$ cat src/rtl/csr_reg_bank.sv
// csr_reg_bank: CSR slave with control registers, W1C event latch, pulse register, status and cycle counter
// Ports:
//    clk, rst_n   clock and synchronous active-low reset
//    csr_stb_i    per-slot write strobes
//    csr_data_i   shared write-data word
//    csr_data_o   flattened read bus, slot k at [(k+1)*DW-1 : k*DW]
//    ctrl_o       flattened control register contents
//    evt_i/evt_o  event set pulses / latched events
//    irq_o        registered OR of the latched events
//    pulse_o      one-cycle pulses written through the pulse slot
//    status_i     live status word, read back one cycle later
module csr_reg_bank #(
   parameter int unsigned CSR_DATA_BUS_WIDTH = 32,
   parameter int unsigned CSR_STROBE_BUS_WIDTH = 32,
   parameter int unsigned NUM_CTRL = 8,
   parameter logic [CSR_DATA_BUS_WIDTH-1:0] CTRL_RESET = '0
) (
   input  logic                                             clk,
   input  logic                                             rst_n,
   input  logic [CSR_STROBE_BUS_WIDTH-1:0]                  csr_stb_i,
   input  logic [CSR_DATA_BUS_WIDTH-1:0]                    csr_data_i,
   output logic [CSR_DATA_BUS_WIDTH*CSR_STROBE_BUS_WIDTH-1:0] csr_data_o,
   output logic [CSR_DATA_BUS_WIDTH*NUM_CTRL-1:0]           ctrl_o,
   input  logic [CSR_DATA_BUS_WIDTH-1:0]                    evt_i,
   output logic [CSR_DATA_BUS_WIDTH-1:0]                    evt_o,
   output logic                                             irq_o,
   output logic [CSR_DATA_BUS_WIDTH-1:0]                    pulse_o,
   input  logic [CSR_DATA_BUS_WIDTH-1:0]                    status_i
);
   localparam int unsigned DW = CSR_DATA_BUS_WIDTH;
   localparam int unsigned SW = CSR_STROBE_BUS_WIDTH;
   localparam int unsigned C = NUM_CTRL;
   if (C + 4 > SW) begin : g_bad_map
      $error("csr_reg_bank: NUM_CTRL + 4 exceeds CSR_STROBE_BUS_WIDTH");
   end
   logic [DW-1:0] ctrl_q [C];
   logic [DW-1:0] ctrl_d [C];
   logic [DW-1:0] evt_q, evt_d, pulse_q, pulse_d, status_q, cnt_q, cnt_d;
   logic          irq_q;
   logic          unused_stb;
   // Strobes of the status and unmapped slots intentionally have no effect.
   assign unused_stb = ^csr_stb_i;
   always_comb begin
      for (int i = 0; i < C; i++) ctrl_d[i] = csr_stb_i[i] ? csr_data_i : ctrl_q[i];
      // Set is OR-ed in after the clear, so a simultaneous event wins.
      evt_d = (evt_q & ~(csr_stb_i[C] ? csr_data_i : '0)) | evt_i;
      pulse_d = csr_stb_i[C+1] ? csr_data_i : '0;
      cnt_d = csr_stb_i[C+3] ? csr_data_i : cnt_q + DW'(1);
   end
   always_ff @(posedge clk) begin
      if (!rst_n) begin
         for (int i = 0; i < C; i++) ctrl_q[i] <= CTRL_RESET;
         evt_q <= '0;
         irq_q <= 1'b0;
         pulse_q <= '0;
         status_q <= '0;
         cnt_q <= '0;
      end else begin
         for (int i = 0; i < C; i++) ctrl_q[i] <= ctrl_d[i];
         evt_q <= evt_d;
         irq_q <= |evt_q;
         pulse_q <= pulse_d;
         status_q <= status_i;
         cnt_q <= cnt_d;
      end
   end
   for (genvar k = 0; k < SW; k++) begin : g_rd
      if (k < C) begin : g_ctrl
         assign csr_data_o[k*DW +: DW] = ctrl_q[k];
         assign ctrl_o[k*DW +: DW] = ctrl_q[k];
      end else if (k == C) begin : g_evt
         assign csr_data_o[k*DW +: DW] = evt_q;
      end else if (k == C + 2) begin : g_status
         assign csr_data_o[k*DW +: DW] = status_q;
      end else if (k == C + 3) begin : g_cnt
         assign csr_data_o[k*DW +: DW] = cnt_q;
      end else begin : g_zero
         assign csr_data_o[k*DW +: DW] = '0;
      end
   end
   assign evt_o = evt_q;
   assign irq_o = irq_q;
   assign pulse_o = pulse_q;
endmodule

$ cat config.mk
export PLATFORM = sky130hd
export DESIGN_NAME = csr_reg_bank
export DESIGN_NICKNAME = d
export VERILOG_FILES = /design/src/rtl/csr_reg_bank.sv
export SDC_FILE = /design/constraint.sdc
export NUM_CORES = 1
export LEC_CHECK = 0
export CAP_MARGIN = 20
export CORE_AREA = 5 5 577 579
export CTS_CLUSTER_SIZE = 12
export DETAILED_ROUTE_END_ITERATION = 7
export DIE_AREA = 0 0 582 584
export PLACE_DENSITY_LB_ADDON = 0.2
export SLEW_MARGIN = 5
export SYNTH_ARGS = -nofsm -noshare
export SYNTH_HDL_FRONTEND = slang
export SYNTH_SLANG_ARGS = --single-unit
$ cat constraint.sdc
create_clock -name clk -period 1.7 [get_ports clk]
set_input_delay 0.34 -clock clk [delete_from_list [all_inputs] [get_ports clk]]
set_output_delay 0.34 -clock clk [all_outputs]
set_load 0.05 [all_outputs]
# Word-level counts from Yosys, hierarchy flattened
# Memories as Yosys holds them, arrays and structs flattened.
# Index checks and enable logic that the tools add are counted.
[totals] register_bits=129 latch_bits=0 ram_bits=256 romBits=0 input_bits=130 output_inout_bits=1345 elab_cells=40 n_memories=1
[classes] n_addsub=1 n_mul=0 div_mod_pow=0 order_cmp=0 n_eq_ne=0 n_shift=0 n_mux=20 bitwise_logic=11 reduce_logical=2
[memory_table] name="ctrl_q" words=8 word_bits=32 rd=8 rd_clocked_by_memory_dff=0 wr=8 line_no="36" text="logic [DW-1:0] ctrl_q [C];"
[op_table] op="$mux W32" n=18
[op_table] op="$add A32 B1 Y32 const B" n=1
[op_table] op="$and A32 B32 Y32" n=1
[op_table] op="$not A32 Y32" n=1
[op_table] op="$or A32 B32 Y32" n=1
[op_table] op="$reduce_or A32 Y1" n=1
[op_table] op="$or A1 B1 Y1" n=8
[op_table] op="$mux W1" n=2
[op_table] op="$reduce_and A2 Y1" n=1

# Longest topological paths before layout
# Gate-level depths: netlist of run 1.
[logic_depth] depth_word=4 depth_mapped=6 ltp_nobuf=5

# Worst setup path before layout of run 1
# No wires, ideal clock.
[synth_timing] kind="register to register" start="register cnt_q[0]" end="register cnt_q[26]" arrival_ns=2.097 setup_slack_ns=-0.514 stages_incl_launch_ff=7 period_less_slack_ns=2.214 cell_sequence="dfxtp_1 ha_1 and4_1 buf_6 nand2_4 or4_1 o2111a_1"
[synth_between] elab_chain_cells=2
[synth_rtl] item="start, declared" line_no="38" text="logic [DW-1:0] evt_q, evt_d, pulse_q, pulse_d, status_q, cnt_q, cnt_d;"
[synth_rtl] item="start signal, assigned" line_no="64" text="cnt_q <= cnt_d;"
[synth_rtl] item="$add A32 B1 Y32" line_no="48" text="cnt_d = csr_stb_i[C+3] ? csr_data_i : cnt_q + DW'(1);"
[synth_rtl] item="$mux W32" line_no="48"
# Every way passes these cells.
# A chain may end at the register's enable or synchronous reset.

# Worst setup path in the final report of run 1
[layout_timing] start="register cnt_q[1]" end="register cnt_q[26]"
# Same word-level chain as after synthesis.

==> impl_results.md, run 1 <==
* Post-DRT Antenna Nets at 0
* Simple-Gate Fraction of Synth Area at 14.06%
* DP Area at 33900 um^2
* Gr ovfl total at 0
* Min-delay worst type: in -> reg
* Clk_skew at 0.02699 ns
* Critical path's largest stage delay at 0.49 ns
* Pre-CTS setup slack at -0.07133 ns
* Post-synthesis compound-gate area fraction at 2.670%
* CTS buffer count at 55
* Cells after Synth at 2339
* Worst path slowest cell: or4_1
* Met3 GRT Util at 4.540%
* Max-cap violations at 0
* Worst path required time at 2.28 ns
* Net load switching power at 0.01535 W
* Post-Syn Area at 21740 um^2
* Ys Warns at 0
* Routed WL at 159.8 mm
* GR Util met1 at 9.909%
* Placer congestion estimate at 0.7766
* Commonest non-fill, non-tap cell in the layout: conb_1
* Reg-to-Reg End: cnt_q[26]
* Number of global-route vias before repair at 16270
* GRT met2 Usage at 15.16%
* VDD IR-drop max at 0.7523 mV
* Static Leak at 15.96 nW
* Critical path, cell by cell: buf_6, ha_4, and4_4, nand2_4, or4_1, o2111a_1
* Largest family of logic cells by synthesized area: buffers and inverters
* RSZ-0062 raised after global routing: yes
* Net Sw Frac at 42.31%
* Final hold violations at 0
* GRT Max-Usage Layer: met2
* Die area at 339900 um^2
* DR pass1 iterations at 4
* Synth Area in Adders at 0.05754%
* Clock sinks at 385
* Failing checks: negative setup slack
* Initial core utilization at 6.658%
* Relative slew slack at 62.69%
* Worst setup SP type: register
* Async SR Flop Fraction at 0%
* Area share of xor/xnor cells in the synthesized design at 0.5236%
* Initial antenna violation count at 37
* CP Class: reg -> reg
* Clock Latency Late Sink at 0.68 ns
* Critical path fanouts, max at 3
* Clk pwr share at 34.7%
* Register area share after synthesis at 35.45%
* Pwr Density at 939.2 nW/um^2
* Gr usage total at 8.926%
* Gate power share at 36.6%
* CTS tree: built
* Std cell rows at 210
* Number of DRC markers in iteration 0 at 603
* Non-Filler Instances at 7368
* Largest net degree at the start of global routing at 93
* Post-route cell area at 38630 um^2
* Reg2reg start: cnt_q[1]
* Most frequent cells in the layout: conb_1, buf_12, nor2b_1, mux2i_1, buf_6
* Die X at 582 um
* Worst-margin pin slew at 0.5596 ns
* Reg2reg setup slack at -0.02 ns
* Min-Delay Startpoint: csr_stb_i[4]
* Post-DP HPWL at 133.0 mm
* Sequential share of power at 28.8%
* Yosys cell types at 52
* Core area at 326600 um^2
* Longest Clk Path Bufs at 3
* Cell-internal power at 0.02093 W
* Nets@finish at 3104
* Layout cell share with drive strength beyond 1 at 44.21%
* Syn avg cell area at 9.297 um^2
* H-tree level count at 2
* Min-Delay Path Depth at 3
* Area delta synth->final at 77.63%
* First-pass GRT wire length at 195.7 mm
* Fmax at 582.5 MHz
* Yosys reg bits at 385
* Mux cell area share after synthesis at 11.83%
* Setup violations, final at 3
* Vias at 16140
* Post-synth EDFFs at 0
* Fillers at 37160
* Run status: complete, but fails checks
* FF-to-FF path depth at 6
* Setup slack after layout at -0.01682 ns
* Clock root cell: clkbuf_16
* Tmin final at 1.717 ns
* Min-Delay Endpoint: ctrl_q[2][22]
* Vias per std cell at 2.190
* DRC viols at 0
* Critical path data arrival time at 2.30 ns
* Routed wire per std cell at 21.69 um
* Tcrit/Tclk final at 101.0%
* DP Cell Count at 7209
* IO Pins at 1475
* Chip height at 584 um
* IO Port Bufs at 781
* Slew Viols, Final at 0
* CP Capture Type: register
* Reg clk slew, reported paths at 0.07 ns
* Prevailing post-synth register cell: dfxtp_1
-- sequential cells by signal (all words and copies together) (netlist names) --
signal	count
ctrl_q	256
cnt_q	32
evt_o	32
pulse_o	32
status_q	32
irq_o	1
-- metal layers --
metal | vias to the layer above | routed length, um
met3 | 126 | 19440
met2 | 1047 | 76390
met5 | - | 114
met1 | 7718 | 59920
met4 | 16 | 3943
li1 | 7229 | -
-- cell families (layout without fill, tap and decap cells) --
group	Yosys count	in the layout
compound gates	94	94
other cells	1	679
mux	257	257
simple gates	501	501
buf+inv	1087	1092
xor+xnor	13	13
fa+ha+maj	1	1
flops	385	385
-- power groups by stage --
stage	registers [W]	clock network, W	logic [W]
3_3_place_gp	0.0106	0	0.0130
5_1_grt	0.0105	0.0136	0.0138
4_1_cts	0.0105	0.0135	0.0135
2_1_floorplan	0.0120	0	0.00762
3_5_place_dp	0.0106	0	0.0130
6_report	0.0104	0.0126	0.0133
-- layout make-up --
type                            count  area, um^2  share of cell area (%)
Timing Repair Buffer              989       13750                   35.59
Clock inverter                     23       317.8                  0.8228
Clock buffer                       76        1587                   4.107
Inverter                            4       15.01                 0.03887
Sequential cell                   385        8531                   22.09
Multi-Input combinational cell   1538        8975                   23.24
Tap cell                         4346        5438                   14.08
Antenna cell                        7       17.52                 0.04535
-- worst max path at each step --
stage	startpoint	endpoint	slack (ns)	cells past startpoint
floorplan	cnt_q[1]	cnt_q[26]	-0.11	6
global placement	cnt_q[1]	cnt_q[26]	-0.10	5
detailed placement	cnt_q[1]	cnt_q[26]	-0.07	5
CTS	evt_o[15]	evt_o[15]	-0.14	2
global route	evt_o[15]	evt_o[15]	-0.11	2
finish	cnt_q[1]	cnt_q[26]	-0.02	6
-- cell usage after synthesis (all sizes together) (13+ instances only) --
cell type,number,area [um^2]
nor4,15,100.1
nand3,13,75.07
clkbuf,96,360.4
mux2i,257,2572
and2,34,212.7
nor3,13,65.06
nand4,15,115.1
nor2b,295,1846
nand2,49,191.4
and3,35,219.0
a21oi,41,205.2
o21ai,26,130.1
buf,987,7321
dfxtp,385,7707
-- timing repair --
item / in CTS / in global routing
setup buffers: 51 / 9
hold buffers: 2 / 0
pin swaps: 0 / 16
setup endpoints to repair: 590 / 96
gates cloned: 0 / 1
endpoints found under the hold margin: 13 / 0
resized for setup: 849 / 35
-- critical path, delay by kind of cell (launching register included) --
kind | cells | cell delay [ns]
compound gates | 1 | 0.24
fa+ha+maj | 1 | 0.12
buf+inv | 1 | 0.09
flops | 1 | 0.35
simple gates | 3 | 0.81
-- through the flow --
step / TNS [ns] / total power, W / hold WS (ns) / util [%]
global route: -2.906 / 0.03797 / 0.1041 / 11.82
floorplan: -0.1313 / 0.01962 / 0.4673 / -
detailed placement: -0.1397 / 0.02354 / 0.5024 / 10.38
CTS: -6.514 / 0.03742 / 0.02257 / 11.76
finish: -0.03440 / 0.03628 / 0.1421 / 11.83
global placement: -0.2826 / 0.02355 / 0.4962 / 10.38
Power figures use the tool's default switching activity.
==> run 2: changes to the inputs <==
CAP_MARGIN = 40   (was 20)
==> results of run 2 <==
Final layout, timing and power as in run 1 (identical DEF).
